==> config.mk <==
export PLATFORM = sky130hd
export DESIGN_NAME = serial_subtractor
export DESIGN_NICKNAME = d
export VERILOG_FILES = /design/src/rtl/serial_subtractor.sv
export SDC_FILE = /design/constraint.sdc
export NUM_CORES = 1
export LEC_CHECK = 0
export ABC_AREA = 1
export CORE_MARGIN = 2
export CORE_UTILIZATION = 43
export CTS_CLUSTER_SIZE = 20
export DETAILED_ROUTE_END_ITERATION = 12
export PLACE_DENSITY = 0.69
export RECOVER_POWER = 25
export SETUP_SLACK_MARGIN = 0.02
export SYNTH_ARGS = -nofsm -noshare
export SYNTH_HDL_FRONTEND = slang
export SYNTH_SLANG_ARGS = --single-unit
==> constraint.sdc <==
create_clock -name clk -period 1.4 [get_ports clk]
set_clock_uncertainty 0.2 [all_clocks]
set_input_delay 0.42 -clock clk [delete_from_list [all_inputs] [get_ports clk]]
set_output_delay 0.42 -clock clk [all_outputs]
set_load 0.02 [all_outputs]
==> src/rtl/serial_subtractor.sv <==
// Bit-serial subtractor: DIFF = A - B, one bit per clock, LSB first, through a
// single full-subtractor cell and a borrow flip-flop, with start/busy/done handshake.
module serial_subtractor #(
    parameter int WIDTH = 4
) (
    input  logic             clk,
    input  logic             reset_n,
    input  logic             start,
    input  logic [WIDTH-1:0] A,
    input  logic [WIDTH-1:0] B,
    output logic             busy,
    output logic             done,
    output logic [WIDTH-1:0] DIFF,
    output logic             BOUT
);

    localparam int CW = $clog2(WIDTH) + 1;
    localparam logic [CW-1:0] LAST = CW'(WIDTH - 1);

    typedef enum logic [1:0] {
        IDLE = 2'd0,
        RUN  = 2'd1,
        DONE = 2'd2
    } state_t;

    state_t           state_q;
    logic [WIDTH-1:0] a_sr_q;
    logic [WIDTH-1:0] b_sr_q;
    logic [WIDTH-1:0] r_sr_q;
    logic [WIDTH-1:0] diff_q;
    logic [CW-1:0]    cnt_q;
    logic             borrow_q;
    logic             bout_q;
    logic             busy_q;
    logic             done_q;

    logic             d_bit;
    logic             borrow_d;
    logic [WIDTH-1:0] r_sr_d;

    // Full-subtractor cell on the current LSBs and the running borrow
    assign d_bit    = a_sr_q[0] ^ b_sr_q[0] ^ borrow_q;
    assign borrow_d = (~a_sr_q[0] & b_sr_q[0]) | (~(a_sr_q[0] ^ b_sr_q[0]) & borrow_q);
    assign r_sr_d   = {d_bit, r_sr_q[WIDTH-1:1]};

    always_ff @(posedge clk or negedge reset_n) begin
        if (!reset_n) begin
            state_q  <= IDLE;
            a_sr_q   <= '0;
            b_sr_q   <= '0;
            r_sr_q   <= '0;
            diff_q   <= '0;
            cnt_q    <= '0;
            borrow_q <= 1'b0;
            bout_q   <= 1'b0;
            busy_q   <= 1'b0;
            done_q   <= 1'b0;
        end else begin
            case (state_q)
                IDLE, DONE: begin
                    done_q <= 1'b0;
                    if (start) begin
                        a_sr_q   <= A;
                        b_sr_q   <= B;
                        r_sr_q   <= '0;
                        borrow_q <= 1'b0;
                        cnt_q    <= '0;
                        busy_q   <= 1'b1;
                        state_q  <= RUN;
                    end else begin
                        state_q  <= IDLE;
                    end
                end
                RUN: begin
                    a_sr_q   <= {1'b0, a_sr_q[WIDTH-1:1]};
                    b_sr_q   <= {1'b0, b_sr_q[WIDTH-1:1]};
                    r_sr_q   <= r_sr_d;
                    borrow_q <= borrow_d;
                    cnt_q    <= cnt_q + CW'(1);
                    // Last bit: publish the result including this edge's bit and borrow
                    if (cnt_q == LAST) begin
                        diff_q  <= r_sr_d;
                        bout_q  <= borrow_d;
                        done_q  <= 1'b1;
                        busy_q  <= 1'b0;
                        state_q <= DONE;
                    end
                end
                default: begin
                    busy_q  <= 1'b0;
                    done_q  <= 1'b0;
                    state_q <= IDLE;
                end
            endcase
        end
    end

    assign busy = busy_q;
    assign done = done_q;
    assign DIFF = diff_q;
    assign BOUT = bout_q;

endmodule

==> flow_summary_export.csv, run 1 <==
group,metric,value,unit
grt,grt_pass1_vias,921,
timing,maxSlewHeadroom,61.8,%
pwr,power_density,2460,nW/um^2
setup_path,crit_fanout,2,
cells_and_area,postLayoutCellArea,1580,um^2
logic_synthesis,ys_warn_count,0,
setup_path,cp.arrival,0.87,ns
setup_path,path_buf_inv,1,
grt,grt_usage,16.2,%
die,core_area,2500,um^2
route,drc_errors,0,
logic_synthesis,syn_nets,134,
route,finalWirelength,2.27,mm
timing,max_freq,670,MHz
outcome,status,"finished with violations",
route,antenna_left,0,
logic_synthesis,yosysSeqAreaShare,50.3,%
timing,rsz0062_at_grt,"true",
cells_and_area,drive_above_1_share,37.3,%
grt,grt_antenna_before_repair,0,
timing,fin_ws,-0.0935,ns
clock_tree,cts_tree,"done",
route,drt_first_iter_violations,28,
route,vias,876,
timing,timing.final.crit_share,107,%
placement,numPortBuffers,17,
run,maxCapViolCount,0,
route,viasPerCell,4.59,
die,die-area,3090,um^2
logic_synthesis,synth-seq-cells,23,
pwr,power.leakage,0.814,nW
clock_tree,cts.sinks,23,
route,drt_first_pass_iters,4,
setup_path,end_kind,"primary output",
die,start_util,45.7,%
timing,setup_violations,8,
logic_synthesis,ys_types,20,
hold_path,worstHoldPathType,"reg2reg",
cells_and_area,n_antenna_cell,0,
setup_path,ff2ff_setup_slack,0,ns
clock_tree,cts-root-buf,"clkbuf_4",
logic_synthesis,syn_inst,120,
placement,pre_cts_ws,-0.244,ns
clock_tree,cts.path.max_buffers,2,
setup_path,slowest_stage,"dfrtp_1",
setup_path,slowest_delay,0.42,ns
setup_path,cp.required,0.78,ns
clock_tree,cts_buffers,3,
logic_synthesis,synth_area_per_cell,9.53,um^2
setup_path,critPathKind,"reg2out",
outcome,violations,"setup timing",
pwr,ir_drop,1.47,mV
die,die_h,55.6,um
timing,worstMarginPinSlew,0.573,ns
timing,slew_violations,0,
grt,grt_overflow_total,0,
clock_tree,cts_max_level,1,
grt,grt_pass1_wl,4.06,mm
timing,hold_viol,0,
die,num_rows,18,
cells_and_area,syn2layout_area_growth,38.4,%
setup_path,startpoint_type,"flip-flop",
pwr,power,0.00389,W
die,die_w,55.6,um
timing,fin_tns_setup,-0.585,ns
placement,place_area,1440,um^2
grt,grt_max_degree,24,
setup_path,critPathTopFamily,"flip-flops",
cells_and_area,nets,176,
setup_path,cp_cell_sequence,"buf_6",
placement,dp_hpwl,1.49,mm
clock_tree,worstSkewPairLatency,0.32,ns
clock_tree,clk_pin_slew,0.13,ns
die,ios,18,
logic_synthesis,synth_area,1140,um^2
timing,period_minus_slack,1.49,ns
route,routedWlPerCell,11.9,um
placement,globalplace.congestion,0.680,
## registers in the layout, indices dropped and copies added, names as in the netlist
| register | cells |
|---|---|
| b_sr_q | 4 |
| DIFF | 4 |
| busy | 1 |
| BOUT | 1 |
| borrow_q | 1 |
| state_q | 2 |
| a_sr_q | 4 |
| cnt_q | 3 |
| r_sr_q | 3 |
## final timing paths
check,from,end,cells past startpoint
min reg2reg,a_sr_q[1]$_DFFE_PN0P_,a_sr_q[1]$_DFFE_PN0P_,2
max reg2reg,a_sr_q[0]$_DFFE_PN0P_,r_sr_q[3]$_DFFE_PN0P_,3
max in group asynchronous,reset_n,state_q[0]$_DFFE_PN0P_,2
min,a_sr_q[1]$_DFFE_PN0P_,a_sr_q[1]$_DFFE_PN0P_,2
min in group asynchronous,reset_n,a_sr_q[0]$_DFFE_PN0P_,2
max,DIFF[1]$_DFFE_PN0P_,DIFF[1],1
## cell type report
cell class | instances | area [um^2]
Clock buffer | 3 | 22.5
Clock inverter | 1 | 5.00
Fill cell | 220 | 917
Inverter | 23 | 91.3
Multi-Input combinational cell | 73 | 478
Sequential cell | 23 | 577
Tap cell | 30 | 37.5
Timing Repair Buffer | 38 | 372
## cell families after synthesis
family | synth area share [%]
buffers and inverters | 10.4
AO/OA/AOI/OAI | 8.10
flip-flops | 50.3
AND/OR/NAND/NOR | 27.2
adder cells (fa/ha/maj) | 3.94
## Yosys cell counts
master	number	area [um^2]
a21oi_4	1	16.3
buf_12	1	20.0
buf_6	1	11.3
clkinv_2	1	5.00
dfrtp_1	23	576
fa_1	1	20.0
ha_1	2	25.0
inv_1	19	71.3
inv_2	3	11.3
nand2_1	35	131
nand2_4	2	22.5
nand2_8	2	40.0
nand3_1	6	30.0
nand3_2	6	60.1
nor2_1	1	3.75
nor2_4	1	11.3
o21ai_0	6	30.0
o21ai_1	4	20.0
o21ai_2	3	26.3
or2_1	2	12.5
## what timing repair did
action | in CTS | in global routing
cloned | 1 | 0
endpoints found under the hold margin | 0 | 0
hold buffers | 0 | 0
resized for setup | 48 | 10
setup buffers | 3 | 7
pin swaps | 3 | 8
endpoints found under the setup margin | 11 | 26
## per-layer routing
metal  vias to the layer above  track usage, %  share of wire, %
met5                         -               0                 0
met4                         0            4.18               1.1
met3                         4            3.72               3.6
met2                        14            25.9                49
met1                       406            22.4                46
li1                        452               -                 -
## power breakdown
| part | switching [W] | leakage, nW | total [W] | internal [W] |
|---|---|---|---|---|
| sequential | 0.000198 | 0.284 | 0.00118 | 0.000979 |
| clock | 0.000210 | 0.0177 | 0.000317 | 0.000107 |
| combinational | 0.00118 | 0.512 | 0.00240 | 0.00122 |
## through the flow
stage / hold WS, ns / instances / util (%)
2_1_floorplan: -0.0756 / 120 / -
3_3_place_gp: 0.256 / 176 / 57.7
3_5_place_dp: 0.266 / 176 / 57.7
4_1_cts: 0.239 / 184 / 61.0
5_1_grt: 0.337 / 191 / 63.3
6_report: 0.298 / 191 / 63.3
## cell usage in the layout (no fill, tap or decap), drive strengths merged
cell,count
nand2,40
buf,27
dfrtp,23
inv,23
o21ai,13
nand3,12
clkdlybuf4s50,9
clkbuf,4
or2,2
nor2,2
ha,2
a21oi,1
fa,1
clkinv,1
dlygate4sd3,1
Power figures use the tool's default switching activity.
==> inputs of run 2 (changes only) <==
- CTS_CLUSTER_SIZE: 20 -> 10
==> results of run 2 <==
Final layout, timing and power as in run 1 (identical DEF).
